<file path="src/rtl/conv_norm_issuer.sv">
// Client end of the fixed-latency pipelined divider: forms operands, tracks in-flight
// ops with a tag pipe, saturates quotients to pixels and buffers them in a credited FWFT FIFO.
module conv_norm_issuer #(
  parameter int unsigned DIV_LATENCY = 5,
  parameter int unsigned FIFO_DEPTH  = 8,
  parameter int unsigned FIFO_AW     = 3
) (
  input  logic        clock,
  input  logic        aclr_n,
  input  logic        in_valid,
  output logic        in_ready,
  input  logic [23:0] in_sum,
  input  logic [14:0] in_wsum,
  output logic [22:0] div_numer,
  output logic [14:0] div_denom,
  input  logic [10:0] div_quotient,
  output logic        out_valid,
  input  logic        out_ready,
  output logic [7:0]  out_pixel,
  output logic        out_zdiv
);

  localparam int unsigned TL = DIV_LATENCY;
  localparam logic [FIFO_AW:0] DEPTH_C = (FIFO_AW+1)'(FIFO_DEPTH);
  localparam logic [FIFO_AW:0] CNT_ONE = (FIFO_AW+1)'(1);

  logic        accept;
  logic        pop;
  logic        w_zero;
  logic        neg_c;
  logic        sat_c;
  logic [14:0] den_c;

  assign accept = in_valid && in_ready;
  assign pop    = out_valid && out_ready;

  always_comb begin
    w_zero = (in_wsum == '0);
    den_c  = w_zero ? 15'd1 : in_wsum;
    neg_c  = in_sum[23];
    // 24-bit compare flags every quotient > 255, even those the 11-bit quotient truncates
    sat_c  = !neg_c && ({1'b0, in_sum[22:0]} >= {1'b0, den_c, 8'h00});
  end

  // Idle cycles present 0/1 so the divider never sees a zero denominator
  always_ff @(posedge clock or negedge aclr_n) begin
    if (!aclr_n) begin
      div_numer <= '0;
      div_denom <= 15'd1;
    end else if (accept) begin
      div_numer <= neg_c ? '0 : in_sum[22:0];
      div_denom <= den_c;
    end else begin
      div_numer <= '0;
      div_denom <= 15'd1;
    end
  end

  logic [TL:0] tag_v;
  logic [TL:0] tag_neg;
  logic [TL:0] tag_sat;
  logic [TL:0] tag_zd;

  always_ff @(posedge clock or negedge aclr_n) begin
    if (!aclr_n) begin
      tag_v   <= '0;
      tag_neg <= '0;
      tag_sat <= '0;
      tag_zd  <= '0;
    end else begin
      tag_v   <= {tag_v[TL-1:0],   accept};
      tag_neg <= {tag_neg[TL-1:0], accept && neg_c};
      tag_sat <= {tag_sat[TL-1:0], accept && sat_c};
      tag_zd  <= {tag_zd[TL-1:0],  accept && w_zero};
    end
  end

  logic       res_push;
  logic [7:0] res_pixel;
  logic       res_zd;
  logic       unused_quot_hi;

  always_comb begin
    res_push  = tag_v[TL];
    res_zd    = tag_zd[TL];
    res_pixel = div_quotient[7:0];
    if (tag_neg[TL]) begin
      res_pixel = '0;
    end else if (tag_sat[TL]) begin
      res_pixel = '1;
    end
  end

  assign unused_quot_hi = ^div_quotient[10:8];

  logic [7:0]         mem_pixel [FIFO_DEPTH];
  logic               mem_zd    [FIFO_DEPTH];
  logic [FIFO_AW-1:0] wr_ptr;
  logic [FIFO_AW-1:0] rd_ptr;
  logic [FIFO_AW-1:0] rd_next;
  logic [FIFO_AW:0]   fifo_count;
  logic [FIFO_AW:0]   fifo_count_next;

  assign rd_next   = rd_ptr + 1'b1;
  assign out_valid = (fifo_count != '0);

  always_comb begin
    fifo_count_next = fifo_count;
    case ({res_push, pop})
      2'b10:   fifo_count_next = fifo_count + 1'b1;
      2'b01:   fifo_count_next = fifo_count - 1'b1;
      default: fifo_count_next = fifo_count;
    endcase
  end

  always_ff @(posedge clock) begin
    if (res_push) begin
      mem_pixel[wr_ptr] <= res_pixel;
      mem_zd[wr_ptr]    <= res_zd;
    end
  end

  // Head is kept in out_pixel/out_zdiv so they hold their last value once empty
  always_ff @(posedge clock or negedge aclr_n) begin
    if (!aclr_n) begin
      wr_ptr     <= '0;
      rd_ptr     <= '0;
      fifo_count <= '0;
      out_pixel  <= '0;
      out_zdiv   <= 1'b0;
    end else begin
      fifo_count <= fifo_count_next;
      if (res_push) begin
        wr_ptr <= wr_ptr + 1'b1;
      end
      if (pop) begin
        rd_ptr <= rd_next;
      end
      if (res_push && ((fifo_count == '0) || ((fifo_count == CNT_ONE) && pop))) begin
        out_pixel <= res_pixel;
        out_zdiv  <= res_zd;
      end else if (pop && (fifo_count > CNT_ONE)) begin
        out_pixel <= mem_pixel[rd_next];
        out_zdiv  <= mem_zd[rd_next];
      end
    end
  end

  logic [FIFO_AW:0] occ;
  logic [FIFO_AW:0] occ_next;

  always_comb begin
    occ_next = occ;
    case ({accept, pop})
      2'b10:   occ_next = occ + 1'b1;
      2'b01:   occ_next = occ - 1'b1;
      default: occ_next = occ;
    endcase
  end

  // Credits cover in-flight tags plus FIFO entries, so a granted op always has a slot
  always_ff @(posedge clock or negedge aclr_n) begin
    if (!aclr_n) begin
      occ      <= '0;
      in_ready <= 1'b0;
    end else begin
      occ      <= occ_next;
      in_ready <= (occ_next < DEPTH_C);
    end
  end

endmodule
</file>
<file path="config.mk">
export PLATFORM = sky130hd
export DESIGN_NAME = conv_norm_issuer
export DESIGN_NICKNAME = d
export VERILOG_FILES = /design/src/rtl/conv_norm_issuer.sv
export SDC_FILE = /design/constraint.sdc
export NUM_CORES = 1
export LEC_CHECK = 0
export ABC_AREA = 1
export CAP_MARGIN = 20
export CORE_ASPECT_RATIO = 1.1
export CORE_MARGIN = 1.5
export CORE_UTILIZATION = 48
export CTS_BUF_LIST = sky130_fd_sc_hd__clkbuf_16
export DETAILED_ROUTE_END_ITERATION = 16
export PLACE_DENSITY = 0.75
export SLEW_MARGIN = 0
export SYNTH_ARGS = -nofsm -noshare
export SYNTH_HDL_FRONTEND = slang
export SYNTH_SLANG_ARGS = --single-unit
</file>
<file path="constraint.sdc">
create_clock -name clock -period 1.9 [get_ports clock]
set_input_delay 0.57 -clock clock [delete_from_list [all_inputs] [get_ports clock]]
set_output_delay 0.57 -clock clock [all_outputs]
set_load 0.1 [all_outputs]
</file>
# --- Word level (Yosys, flattened, before mapping) ---
# Memories as Yosys holds them, arrays and structs flattened.
# Cells that the tools add are included.
word_totals:
  register_bits: 86
  latch_bits: 0
  ram_bits: 72
  romBits: 0
  input_bits: 54
  out_inout_bits: 49
  wordCells: 59
  n_memories: 2
op_classes:
  add_sub_neg: 6
  multipliers: 0
  div: 0
  order_cmp: 3
  eq_ne: 5
  shift: 0
  n_mux: 14
  bitwise_logic: 0
  n_reduce_logical: 16
memory_table:
  columns: ["name", "words", "word_bits", "rd", "rd_ports_with_merged_regs", "write_ports", "line", "source"]
  rows:
  - ["mem_pixel", 8, 8, 1, 0, 1, "96", "logic [7:0] mem_pixel [FIFO_DEPTH];"]
  - ["mem_zd", 8, 1, 1, 0, 1, "97", "logic mem_zd [FIFO_DEPTH];"]
op_table:
  columns: ["op", "n"]
  rows:
  - ["$mux 23", 2]
  - ["$mux 8", 4]
  - ["$mux 15", 2]
  - ["$ge 23x23->1", 1]
  - ["$pmux 4 s2", 2]
  - ["$logic_not 15->1", 1]
  - ["$logic_and 1x1->1", 9]
  - ["$add 4x1->4 const B", 2]
  - ["$sub 4x1->4 const B", 2]
  - ["$add 3x1->3 const B", 2]
  - ["$eq 2x1->1 const B", 2]
  - ["$eq 2x2->1 const B", 2]
  - ["$eq 4x1->1 const B", 1]
  - ["$gt 4x1->1 const B", 1]
  - ["$logic_not 4->1", 1]
  - ["$lt 4x4->1 const B", 1]
  - ["$mux 1", 4]
  - ["$reduce_bool 2->1", 2]
  - ["$reduce_bool 4->1", 1]
  - ["$logic_not 1->1", 1]
  - ["$logic_or 1x1->1", 1]

# --- Longest topological paths before layout ---
depth:
  ltp_word: 6
  ltp_mapped: 15
  depth_no_buf: 15

# --- Worst setup path before layout ---
# OpenSTA, ideal clock, no wires.
synth_path:
  path_type: "register to register"
  start: "reg in_ready"
  end: "reg occ[3]"
  setup_ns: 0.123
  arrival_ns: 2.560
  required_time_ns: 1.777
  setup_slack_ns: -0.783
  stages_incl_launch_ff: 12
  path_buffers: 2
  synth_period_minus_slack_ns: 2.683
  path_cell_list: "dfrtp_1 > nand2_1 > clkbuf_1 > buf_2 > ha_1 > ha_1 > a21oi_1 > nand2_1 > xor2_1 > nand2_1 > o21ai_0 > inv_1"
synth_via:
  elab_chain_len: 3
  word_cells_on_any_way: 4
  classes_between: "eq/ne: 2; mux: 1; reduce/logical: 1"
synth_rtl:
  columns: ["element", "line", "source"]
  rows:
  - ["from (decl)", "11", "output logic in_ready,"]
  - ["from (signal assigned)", "168", "in_ready <= (occ_next < DEPTH_C);"]
  - ["$logic_and 1x1->1 (*)", "34", "assign accept = in_valid && in_ready;"]
  - ["$eq 2x1->1 or $eq 2x2->1 (tied branches)", "154", "case ({accept, pop})"]
  - ["$pmux 4 s2 (*)", "154", null]
  - ["named net occ_next[3]", "150", "logic [FIFO_AW:0] occ_next;"]
  - ["to (signal assigned)", "167", "occ <= occ_next;"]
  - ["to (decl)", "149", "logic [FIFO_AW:0] occ;"]
# Mark *: on every way through the listed nets, which the timed path passes. The rest lies on a longest branch.
# A chain may end at the register's enable or synchronous reset.

# --- Worst setup path after layout ---
layout_path:
  start: "reg fifo_count[1]"
  end: "out out_valid"
layout_via:
  elab_chain_len: 1
layout_rtl:
  columns: ["element", "line", "source"]
  rows:
  - ["from (decl)", "101", "logic [FIFO_AW:0] fifo_count;"]
  - ["from (signal assigned)", "132", "fifo_count <= fifo_count_next;"]
  - ["$reduce_bool 4->1", "105", "assign out_valid = (fifo_count != '0);"]
  - ["to (decl)", "17", "output logic out_valid,"]
# No other way between the ends.

==> flow_summary.toml <==
[floorplan]
ios = 103
start_util_pct = 49.50
rows = 44
core_area_um2 = 13270
dieArea_um2 = 14390
die_w_um = 114.5
die_y_um = 125.7

[sta]
rsz0062_at_grt = "true"
period_share_pct = 104.0
final_max_slew_viol_count = 0
max_slew_margin_pct = 52.97
min_period_ps = 1976
setup_viol = 1
hold_viol = 0
finalSetupTns_ps = -76.42
setup_ws_ps = -76.42
skew_ps = 11.63
tightestPinTransition_ps = 704.6
fmax_mhz = 506.0

[cts]
hold_buffers = 0
cts_buffer_depth = 2
cts_buffers = 17
ctsHtreeMaxLevel = 4
cts_tree = "done"
clk_latency_ps = 420
cts-root-buf = "clkbuf_16"
path_clk_slew_ps = 60
cts.sinks = 158

[drt]
first_pass_iters = 7
wirelength_um = 15970
drt_first_iter_violations = 431
vias_per_cell = 5.081
dr_total_vias = 4954
post_drt_wl_per_cell_um = 16.38
route.detailed.drc = 0
postRouteAntennaNets = 0

[placement]
dp_hpwl_um = 10980
gp_congestion = 0.8958
place_area_um2 = 8617
io_buffers = 99

[synthesis]
synthXorXnorAreaFrac_pct = 1.467
netlist_instances = 623
ys_seq_area_share_pct = 65.71
netlist_area_um2 = 6568
synth_largest_area_cell = "edfxtp_1"
synth_area_leaders = "edfxtp_1 (33%), dfrtp_1 (32%), nand2_1 (8.9%)"
ys_types = 30
synth_top_area_share_pct = 32.92
synth_compound_area_share_pct = 1.981
syn-num-nets = 702
synth_area_per_cell_um2 = 10.54
ys_ff_latch = 158
yosysWarningCount = 0
synth-adder-area-share_pct = 4.877
synth-simple-area-share_pct = 21.05
synthMuxAreaShare_pct = 0
synth_top_family_by_area = "simple AND/OR/NAND/NOR gates"

[global_routing]
grt_overflow = 0
grt_pass1_wl_um = 25490
grt_pass1_vias = 5279
track_usage_pct = 23.51
antenna_found_initial = 0
grt_max_degree = 39

[power]
leakage_nw = 4.236
p_per_area_nw_per_um2 = 1538
ir_drop_mv = 0.8012
power_mw = 14.32

[critical_path]
critPathLaunchType = "register"
cp.arrival_ps = 1410
setup.worst_path.class = "register to output port"
endpoint_kind = "output port"
crit_required_ps = 1330
reg2reg_depth = 13
cp_max_fo = 2

[outcome]
status = "finished with violations"
violations = "setup timing"

[final_layout]
fin_area_um2 = 9311
drive_gt1_share_pct = 21.37
diodes = 0
nets = 857
area_growth_pct = 41.78
regArea_um2 = 4319
nFillCells = 898
multi_input_area_um2 = 2019
final_util_pct = 70.18

[worst_hold_path]
min_path_type = "input port to async pin"

[job]
cap_violations = 0
==> metrics by stage <==
stage | setup slack [ps] | instances | hold WS [ps]
6_report | -76.42 | 975 | 77.47
4_1_cts | -85.11 | 973 | 78.43
3_5_place_dp | -416.1 | 938 | 334.7
2_1_floorplan | -95.04 | 623 | 274.4
5_1_grt | -126.0 | 975 | 96.05
3_3_place_gp | -356.1 | 938 | 333.8
==> logic make-up after synthesis <==
logic type | count (synthesis)
buffers and inverters | 73
flip-flops | 158
AO/OA/AOI/OAI | 25
XOR/XNOR | 11
adder cells (fa/ha/maj) | 25
AND/OR/NAND/NOR | 331
==> cells in the final DEF, fill, tap and decap left out, types with 5 or more instances in the layout <==
master and instances:
a21oi_1 6, buf_12 50, buf_4 57, clkbuf_16 17
clkdlybuf4s50_1 45, clkinv_1 5, dfrtp_1 84, edfxtp_1 72
ha_1 19, inv_1 42, inv_2 9, nand2_1 155
nand3_1 67, nand4_1 5, nor2_1 90, o21ai_0 15
xnor2_1 5, xor2_1 6
==> final cells by class <==
type | count | share of cell area (%)
sequential | 158 | 46.39
multi-input combinational | 392 | 21.69
timing repair buffer | 157 | 20.84
clock buffer | 17 | 4.569
tap | 184 | 2.472
inverter | 52 | 2.123
clock inverter | 15 | 1.922
==> sequential cells by signal, indices dropped and copies added, names as in the netlist <==
name and flops:
wr_ptr 3, occ 4, out_pixel 8, div_numer 23
fifo_count 4, tag_zd 6, tag_sat 6, div_denom 15
in_ready 1, mem_pixel 64, out_zdiv 1, rd_ptr 3
tag_neg 6, mem_zd 8, tag_v 6
==> synthesized netlist by cell type (all sizes together) <==
| library cell | count |
|---|---|
| a21oi | 7 |
| buf | 15 |
| clkbuf | 6 |
| clkinv | 2 |
| dfrtp | 85 |
| dfstp | 1 |
| edfxtp | 72 |
| fa | 1 |
| ha | 24 |
| inv | 50 |
| nand2 | 161 |
| nand3 | 69 |
| nand4 | 5 |
| nor2 | 93 |
| nor3 | 1 |
| nor4 | 1 |
| o21ai | 17 |
| o22ai | 1 |
| or2 | 1 |
| xnor2 | 5 |
| xor2 | 6 |
==> worst max-delay path: stages (launching register included) <==
cell and delay [ps]:
dfrtp_1 400, inv_2 100, ha_4 160, nand2_8 50, buf_6 120, buf_12 150
==> repair_timing <==
action                                  CTS  global route
endpoints found under the setup margin    3             6
resized for setup                         3            15
buffers inserted                          3             2
hold endpoints to repair                  0             0
pin swaps                                 1             7
==> worst paths after layout <==
kind	startpoint	end	slack (ps)
max	fifo_count[1]	out_valid	-80
min	aclr_n	div_denom[11]	80
max in group asynchronous	aclr_n	out_pixel[5]	1240
min reg2reg	tag_sat[2]	tag_sat[3]	350
max reg2reg	fifo_count[1]	occ[3]	30
min in group clock	tag_sat[2]	tag_sat[3]	350
==> power by group <==
group          internal, mW  leakage (nW)  switching [mW]
Sequential             4.19          1.79           0.429
Clock                  2.17         0.301            1.30
Combinational          2.26          2.15            3.98
==> layer usage <==
| layer | global-route usage [%] | routed length, um | part of all wire [%] |
|---|---|---|---|
| met1 | 25.72 | 5881 | 37 |
| met2 | 40.54 | 8246 | 52 |
| met3 | 9.288 | 1386 | 8.7 |
| met4 | 9.632 | 456 | 2.9 |
| met5 | 0 | 0 | 0 |
Power figures use the tool's default switching activity.
